===== config.mk =====
export PLATFORM = sky130hd
export DESIGN_NAME = cache_write_buffer
export DESIGN_NICKNAME = d
export VERILOG_FILES = /design/src/rtl/cache_write_buffer.sv
export SDC_FILE = /design/constraint.sdc
export NUM_CORES = 2
export LEC_CHECK = 0
export BUFFER_PORTS_ARGS = -buffer_cell sky130_fd_sc_hd__buf_2
export CORE_ASPECT_RATIO = 0.9
export CORE_MARGIN = 10
export CORE_UTILIZATION = 35
export CTS_BUF_LIST = sky130_fd_sc_hd__clkbuf_16
export DETAILED_ROUTE_END_ITERATION = 8
export GPL_TIMING_DRIVEN = 0
export PLACE_DENSITY = 0.58
export SLEW_MARGIN = 25
export SYNTH_ARGS = -nofsm -noshare
export SYNTH_HDL_FRONTEND = slang
export SYNTH_SLANG_ARGS = --single-unit

===== constraint.sdc =====
create_clock -name clk_i -period 9.45 [get_ports clk_i]
set_clock_uncertainty 0.2 [all_clocks]
set_input_delay 0.4725 -clock clk_i [delete_from_list [all_inputs] [get_ports clk_i]]
set_output_delay 0.4725 -clock clk_i [all_outputs]
set_load 0.005 [all_outputs]

===== src/rtl/cache_write_buffer.sv =====
// Coalescing line write buffer: byte stores merge into line entries, which
// drain to the line-granular memory port strictly in allocation order.
module cache_write_buffer #(
  parameter int DEPTH      = 8,
  parameter int ADDR_WIDTH = 32,
  parameter int WORD_WIDTH = 32,
  parameter int LINE_WORDS = 4,
  parameter int TIMEOUT    = 16
) (
  input  logic                                clk_i,
  input  logic                                rst_i,
  input  logic                                wr_valid_i,
  output logic                                wr_ready_o,
  input  logic [ADDR_WIDTH-1:0]               wr_addr_i,
  input  logic [WORD_WIDTH-1:0]               wr_data_i,
  input  logic [WORD_WIDTH/8-1:0]             wr_be_i,
  input  logic                                flush_i,
  input  logic [ADDR_WIDTH-1:0]               rd_addr_i,
  output logic                                rd_hit_o,
  output logic                                mem_valid_o,
  input  logic                                mem_ready_i,
  output logic [ADDR_WIDTH-1:0]               mem_addr_o,
  output logic [LINE_WORDS*WORD_WIDTH-1:0]    mem_data_o,
  output logic [LINE_WORDS*WORD_WIDTH/8-1:0]  mem_be_o,
  output logic                                empty_o
);
  localparam int BPW    = WORD_WIDTH / 8;
  localparam int LBYTES = BPW * LINE_WORDS;
  localparam int LINE_W = LINE_WORDS * WORD_WIDTH;
  localparam int WOFF   = $clog2(BPW);
  localparam int OFF    = $clog2(LBYTES);
  localparam int TAG_W  = ADDR_WIDTH - OFF;
  localparam int AGE_W  = $clog2(TIMEOUT);
  localparam int PTR_W  = $clog2(DEPTH);
  localparam int CNT_W  = $clog2(DEPTH + 1);
  // Closing on the edge where the age would reach TIMEOUT-1 makes an
  // untouched entry PEND exactly TIMEOUT-1 edges after its last write.
  localparam logic [AGE_W-1:0] AGE_CLOSE = AGE_W'(TIMEOUT - 2);

  typedef enum logic [1:0] {ST_FREE, ST_OPEN, ST_PEND} ent_st_e;

  ent_st_e           st_q   [DEPTH];
  ent_st_e           st_d   [DEPTH];
  logic [TAG_W-1:0]  tag_q  [DEPTH];
  logic [TAG_W-1:0]  tag_d  [DEPTH];
  logic [LINE_W-1:0] data_q [DEPTH];
  logic [LINE_W-1:0] data_d [DEPTH];
  logic [LBYTES-1:0] mask_q [DEPTH];
  logic [LBYTES-1:0] mask_d [DEPTH];
  logic [AGE_W-1:0]  age_q  [DEPTH];
  logic [AGE_W-1:0]  age_d  [DEPTH];
  logic [PTR_W-1:0]  fifo_q [DEPTH];
  logic [PTR_W-1:0]  head_q, head_d, tail_q, tail_d;
  logic [CNT_W-1:0]  cnt_q, cnt_d;

  logic [TAG_W-1:0]  wr_tag, rd_tag;
  int                widx;
  logic [DEPTH-1:0]  hit_open, is_free, rd_match;
  logic              any_hit, any_free, accept, do_alloc, hs;
  logic [PTR_W-1:0]  alloc_idx, head_idx;
  logic              unused_rd_off;

  function automatic logic [LINE_W-1:0] merge_data(input logic [LINE_W-1:0] line,
      input int w, input logic [WORD_WIDTH-1:0] wdata, input logic [BPW-1:0] be);
    logic [LINE_W-1:0] r;
    r = line;
    for (int j = 0; j < LBYTES; j++)
      if ((j / BPW) == w && be[j % BPW]) r[j*8 +: 8] = wdata[(j % BPW)*8 +: 8];
    return r;
  endfunction

  function automatic logic [LBYTES-1:0] merge_mask(input logic [LBYTES-1:0] m,
      input int w, input logic [BPW-1:0] be);
    logic [LBYTES-1:0] r;
    r = m;
    for (int j = 0; j < LBYTES; j++)
      if ((j / BPW) == w && be[j % BPW]) r[j] = 1'b1;
    return r;
  endfunction

  assign wr_tag        = wr_addr_i[ADDR_WIDTH-1:OFF];
  assign rd_tag        = rd_addr_i[ADDR_WIDTH-1:OFF];
  assign unused_rd_off = ^rd_addr_i[OFF-1:0];
  assign widx          = int'((32'(wr_addr_i) >> WOFF) % 32'(LINE_WORDS));

  always_comb begin
    hit_open = '0;
    is_free  = '0;
    rd_match = '0;
    for (int i = 0; i < DEPTH; i++) begin
      hit_open[i] = (st_q[i] == ST_OPEN) && (tag_q[i] == wr_tag);
      is_free[i]  = (st_q[i] == ST_FREE);
      rd_match[i] = (st_q[i] != ST_FREE) && (tag_q[i] == rd_tag);
    end
  end

  always_comb begin
    alloc_idx = '0;
    for (int i = DEPTH - 1; i >= 0; i--)
      if (is_free[i]) alloc_idx = PTR_W'(i);
  end

  assign any_hit     = |hit_open;
  assign any_free    = |is_free;
  assign wr_ready_o  = !flush_i && (any_hit || any_free);
  assign accept      = wr_valid_i && wr_ready_o;
  assign do_alloc    = accept && !any_hit;
  assign head_idx    = fifo_q[head_q];
  assign mem_valid_o = (cnt_q != '0) && (st_q[head_idx] == ST_PEND);
  assign hs          = mem_valid_o && mem_ready_i;
  assign mem_addr_o  = mem_valid_o ? {tag_q[head_idx], {OFF{1'b0}}} : '0;
  assign mem_data_o  = mem_valid_o ? data_q[head_idx] : '0;
  assign mem_be_o    = mem_valid_o ? mask_q[head_idx] : '0;
  assign rd_hit_o    = |rd_match;
  assign empty_o     = &is_free;

  always_comb begin
    for (int i = 0; i < DEPTH; i++) begin
      st_d[i]   = st_q[i];
      tag_d[i]  = tag_q[i];
      data_d[i] = data_q[i];
      mask_d[i] = mask_q[i];
      age_d[i]  = age_q[i];
      case (st_q[i])
        ST_FREE: begin
          if (do_alloc && alloc_idx == PTR_W'(i)) begin
            tag_d[i]  = wr_tag;
            data_d[i] = merge_data('0, widx, wr_data_i, wr_be_i);
            mask_d[i] = merge_mask('0, widx, wr_be_i);
            age_d[i]  = '0;
            st_d[i]   = (&mask_d[i]) ? ST_PEND : ST_OPEN;
          end
        end
        ST_OPEN: begin
          if (accept && hit_open[i]) begin
            data_d[i] = merge_data(data_q[i], widx, wr_data_i, wr_be_i);
            mask_d[i] = merge_mask(mask_q[i], widx, wr_be_i);
            age_d[i]  = '0;
            if (&mask_d[i]) st_d[i] = ST_PEND;
          end else if (flush_i || age_q[i] == AGE_CLOSE) begin
            st_d[i] = ST_PEND;
          end else begin
            age_d[i] = age_q[i] + AGE_W'(1);
          end
        end
        ST_PEND: begin
          if (hs && head_idx == PTR_W'(i)) st_d[i] = ST_FREE;
        end
        default: st_d[i] = ST_FREE;
      endcase
    end
  end

  // The allocation FIFO never overflows: a push needs a FREE entry.
  assign tail_d = do_alloc ? tail_q + PTR_W'(1) : tail_q;
  assign head_d = hs ? head_q + PTR_W'(1) : head_q;
  assign cnt_d  = cnt_q + CNT_W'(do_alloc) - CNT_W'(hs);

  always_ff @(posedge clk_i or posedge rst_i) begin
    if (rst_i) begin
      for (int i = 0; i < DEPTH; i++) begin
        st_q[i]  <= ST_FREE;
        age_q[i] <= '0;
      end
      head_q <= '0;
      tail_q <= '0;
      cnt_q  <= '0;
    end else begin
      for (int i = 0; i < DEPTH; i++) begin
        st_q[i]  <= st_d[i];
        age_q[i] <= age_d[i];
      end
      head_q <= head_d;
      tail_q <= tail_d;
      cnt_q  <= cnt_d;
    end
  end

  always_ff @(posedge clk_i) begin
    for (int i = 0; i < DEPTH; i++) begin
      tag_q[i]  <= tag_d[i];
      data_q[i] <= data_d[i];
      mask_q[i] <= mask_d[i];
    end
    if (do_alloc) fifo_q[tail_q] <= alloc_idx;
  end
endmodule


### Word level (Yosys, flattened, before mapping)

Memory sizes are Yosys's and may differ from the RTL's.
Index checks and enable logic that the tools add are counted.

* bits in registers: 58
* word-level logic and storage cells: 1879
* bits in writable memories: 1400
* bits in latches: 0
* memories kept: 4
* bits in read-only memories: 0
* output and inout bits: 180

* divide/modulo/power cells: 0
* bitwise logic cells: 1
* muxes and demuxes: 968
* $mul: 0
* shift operators: 0
* add/sub/neg operators: 12
* $lt $le $gt $ge: 1
* equal/unequal tests: 610
* reduce and logical (&&, ||, !) cells: 264

Memories
* data_q: depth 8, width 128, read ports 1, clocked after memory_dff 0, write ports 8, RTL line 46 `logic [LINE_W-1:0] data_q [DEPTH];`
* tag_q: depth 8, width 28, read ports 9, clocked after memory_dff 0, write ports 8, RTL line 44 `logic [TAG_W-1:0] tag_q [DEPTH];`
* mask_q: depth 8, width 16, read ports 9, clocked after memory_dff 0, write ports 8, RTL line 48 `logic [LBYTES-1:0] mask_q [DEPTH];`
* fifo_q: depth 8, width 3, read ports 1, clocked after memory_dff 0, write ports 1, RTL line 52 `logic [PTR_W-1:0] fifo_q [DEPTH];`

Operators with widths (number)
* $mux 128: 17
* $pmux 128 s2: 8
* $mux 8: 144
* $ne 2x2->1 const B: 392
* $mux 1: 658
* $reduce_and 4->1: 136
* $eq 28x28->1: 16
* $mux 28: 16
* $ne 3x3->1 const B: 136
* $mux 16: 17
* $pmux 16 s2: 8
* $reduce_and 16->1: 16
* $mux 2: 50
* $mux 4: 24
* $pmux 4 s2: 8
* $logic_and 1x1->1: 61
* $pmux 2 s3: 8
* $add 4x1->4 const B: 8
* $eq 4x4->1 const B: 8
* $logic_not 32->1: 1
* $mux 32: 1
* $reduce_bool 2->1: 16
* $eq 3x3->1 const B: 8
* $mux 3: 8
* other kinds (23): 91

### Logic depth before layout (Yosys ltp)

* depth in word-level cells: 17
* depth in mapped cells: 16
* depth with buffers taken out: 14

### Worst setup path after synthesis

No wires, ideal clock.

* kind: input port to flip-flop
* start: in wr_addr_i[14]
* end: mem mask_q[5][0] in the netlist's numbering, enable pin
* cell stages on the path: 9
* library setup time: 394 ps
* arrival time: 3270 ps
* setup slack: 5585 ps
* path buffers: 3
* path through: buf_4 xnor2_1 nand4_1 or4_1 nor4_4 nor2b_1 clkbuf_1 buf_2 a21oi_1

RTL lines
* start: declaration: RTL line 14 `input logic [ADDR_WIDTH-1:0] wr_addr_i,`
* end: declaration: RTL line 48

### Worst setup path after layout

* start: reg head_q[2]
* end: out mem_data_o[53]

* cells in the longest elaborated chain, start to end: 8

RTL lines
* start: declaration: RTL line 53 `logic [PTR_W-1:0] head_q, head_d, tail_q, tail_d;`
* start signal: assignment: RTL line 165 `head_q <= '0;`
* start signal: assignment: RTL line 173 `head_q <= head_d;`
* $mem_v2 8x3 (*)
* $not 3->4 (not written as such): RTL line 109 `assign mem_valid_o = (cnt_q != '0) && (st_q[head_idx] == ST_PEND);`
* $bmux 2 s3: RTL line 109
* $mux 2 (not written as such) (2 in series): RTL line 109
* $eq 2x2->1: RTL line 109
* $logic_and 1x1->1: RTL line 109
* $mux 128 (*): RTL line 112 `assign mem_data_o = mem_valid_o ? data_q[head_idx] : '0;`
* end: declaration: RTL line 23 `output logic [LINE_WORDS*WORD_WIDTH-1:0] mem_data_o,`

Every way passes the cells marked *; elsewhere a longest branch is shown, timed or not. The select of a mux whose other input is x is not followed.

==> flow_metrics.env <==
export IMPL_switching_share_pct=48.1
export IMPL_postCtsHoldBufs=62
export IMPL_dieWidth_um=506
export IMPL_start_kind="flip-flop"
export IMPL_cts_tree="yes"
export IMPL_drtAntennaViolNets=0
export IMPL_synth_edf_count=1400
export IMPL_switching_power_w=0.0135
export IMPL_syn_area_um2=74400
export IMPL_drive_gt1_share_pct=9.19
export IMPL_htreeDepth=4
export IMPL_maxCapViolations=0
export IMPL_hold_violations=0
export IMPL_cts_sinks=1458
export IMPL_dpl_instance_area_um2=79900
export IMPL_yosysMostFrequentCell="nand2_1"
export IMPL_crit_top_cell="buf_2"
export IMPL_critPathLaunch="head_q[2]"
export IMPL_cts_inserted_buffers=158
export IMPL_cpPeakStageDelay_ps=830
export IMPL_die_height_um=457
export IMPL_io_buffers=245
export IMPL_hold_class="primary input to asynchronous set/reset pin"
export IMPL_cts_root_buf="clkbuf_16"
export IMPL_syn_area_per_cell_um2=10.1
export IMPL_leakage_nw=31.9
export IMPL_synthArstFlopShare_pct=3.98
export IMPL_die_area_um2=232000
export IMPL_path_cells="clkbuf_1 > mux4_2 > mux2i_1 > buf_2 > clkbuf_2 > buf_2 > nand2_1 > nand3_1 > nand3_1 > a21oi_1 > buf_2"
export IMPL_slew_viol_final=0
export IMPL_num_vias=61391
export IMPL_post_dp_hpwl_mm=251
export IMPL_post_route_min_period_ps=6440
export IMPL_grt_max_degree=34
export IMPL_cp_arrival_ps=5770
export IMPL_ys_types=80
export IMPL_endpoint_kind="primary output"
export IMPL_crit_end="mem_data_o[53]"
export IMPL_syn2layout_area_growth_pct=15.1
export IMPL_io_pins=285
export IMPL_rsz0062_at_grt="no"
export IMPL_timing_rr_start="st_q[3]"
export IMPL_synthTopCellsByCount="1821 x nand2_1, 1400 x edfxtp_1, 1074 x nand3_1, 783 x and2_1, 440 x clkbuf_1"
export IMPL_antenna_found_initial=50
export IMPL_remaining_drc_errors=0
export IMPL_route_detailed_wl_per_inst_um=30.5
export IMPL_clkPwrFrac_pct=21.9
export IMPL_final_cell_area_um2=85600
export IMPL_crit_required_ps=8780
export IMPL_grt_pass1_wl_mm=452
export IMPL_gp_congestion=1.03
export IMPL_p_int_w=0.0145
export IMPL_ys_ff_latch=1458
export IMPL_synth_top_area_share_pct=56.5
export IMPL_synth_cells=7359
export IMPL_rows=160
export IMPL_rr_endpoint="mask_q[7][5]"
export IMPL_seqPwrFrac_pct=27.8
export IMPL_cts_repair_resized=0
export IMPL_cp_slowest_cell="mux2i_1"
export IMPL_synth_area_leader_cell="edfxtp_1"
export IMPL_fin_setup_tns_ps=0
export IMPL_ys_flop_type="edfxtp_1"
export IMPL_finalSetupViolCount=0
export IMPL_cts_buffer_depth=3
export IMPL_combPwrFrac_pct=50.3
export IMPL_powerDensity_nw_per_um2=327
export IMPL_fin_nets=7994
export IMPL_coreArea_um2=211000
export IMPL_critPathMaxFanout=10
export IMPL_slew_headroom_pct=19.1
export IMPL_initial_core_util_pct=35.2
export IMPL_first_iter_violations=9449
export IMPL_status="finished, final reports clean"
export IMPL_routed_via_density=5.65
export IMPL_clock_latency_ps=830
export IMPL_reg2reg_slack_ps=4070
export IMPL_cts_setup_buffers=0
export IMPL_ys_seq_area_share_pct=58.4
export IMPL_grt_pass1_vias=59051
export IMPL_worst_ir_drop_vdd_mv=0.234
export IMPL_critical_path_class="flip-flop to primary output"
export IMPL_path_clk_slew_ps=60
export IMPL_first_pass_iters=9
export IMPL_wl_mm=331
export IMPL_yosys_warnings=0
export IMPL_clock_fmax_mhz=155
export IMPL_grt_usage_pct=27.3
export IMPL_gr_total_overflow=0
export IMPL_worst_slew_pin_slew_ps=1210
export IMPL_synth_area_leaders="edfxtp_1 56%, nand2_1 9.2%, nand3_1 7.2%"
export IMPL_min_period_over_period_pct=68.2
export IMPL_rr_worst_depth=11
[cell usage in the layout, fill, tap and decap left out, drive strengths merged, types with 9 or more instances in the layout]
master       netlist  layout
o22ai             65      65
clkinvlp           0       9
nand4             98      98
nor2              99      99
inv               32      79
and3              27      27
xor2             192     192
nor2b            275     275
ha                23      23
nand2b            17      17
xnor2            262     262
nand3           1075    1075
dlygate4sd3        0      62
a21oi            203     203
a221oi            16      16
o21ai            111     111
bufinv             0       9
nand2           1821    1821
nor3              23      23
a31oi             12      12
and2             783     783
nor3b              9       9
buf              130     410
clkinv             0      67
nor4              78      78
clkbuf           440     599
edfxtp          1400    1400
diode              0      28
dfrtp             58      58
[how the worst min path moves through the flow]
stage                     depth (start not counted)        end  slack, ps     start
final                                             3   cnt_q[1]          6     rst_i
after global routing                              3   cnt_q[3]         30     rst_i
after global placement                            1   cnt_q[0]        290  cnt_q[0]
after CTS                                         3  head_q[1]          4     rst_i
after detailed placement                          1   cnt_q[0]        290  cnt_q[0]
after floorplan                                   1   cnt_q[0]        280  cnt_q[0]
[routing by layer]
layer | wire (µm) | share of wire (%) | GRT usage, % | vias to the layer above
met4 | 20400 | 6.2 | 13.9 | 18
met2 | 146000 | 44 | 42.1 | 3942
met3 | 35500 | 11 | 6.53 | 797
met5 | 106 | 0.032 | 0 | -
li1 | - | - | - | 26441
met1 | 129000 | 39 | 35.6 | 30193
[layout make-up]
cell class,count,area (µm²)
diodes,28,70.1
plain buffers,570,2470
clock buffers,158,3950
clock inverters,132,1030
fillers,20866,126000
inverters,32,123
multi-input cells,5302,28500
flip-flops and latches,1458,43500
well taps,2835,3550
repair buffers,343,2430
[kinds of logic after synthesis]
family / synth area share (%)
xor+xnor: 5.34
compound gates: 3.67
fa+ha+maj: 0.414
buf+inv: 3.37
other cells: 0.00504
mux: 0.360
flops: 58.4
simple gates: 28.4
[through the flow]
stage	power [W]	utilization (%)	std cells	setup slack, ps	hold WS (ps)
2_1_floorplan	0.0147	-	7362	5590	279
3_3_place_gp	0.0213	37.5	10442	3110	290
3_5_place_dp	0.0216	37.8	10476	3750	294
4_1_cts	0.0277	40.5	10828	2950	4.12
5_1_grt	0.0290	40.5	10837	3110	28.4
6_report	0.0280	40.5	10858	3010	6.11
[flip-flops by register name (all words and copies together), names as in the netlist]
name / count
data_q: 1024
tag_q: 224
mask_q: 128
age_q: 32
fifo_q: 24
st_q: 16
cnt_q: 4
head_q: 3
tail_q: 3
[power groups by stage]
stage               clock [W]  sequential (W)  combinational [W]
global placement            0         0.00792             0.0134
floorplan                   0         0.00784            0.00689
global route          0.00640         0.00783             0.0148
detailed placement          0         0.00793             0.0137
CTS                   0.00614         0.00780             0.0138
finish                0.00614         0.00781             0.0141
[worst max-delay path: cells and delay by family (launching register included)]
family	cells	cell delay (ps)
buf+inv	5	2290
simple gates	3	330
mux	2	1260
flops	1	320
compound gates	1	730
Power figures use the tool's default switching activity.
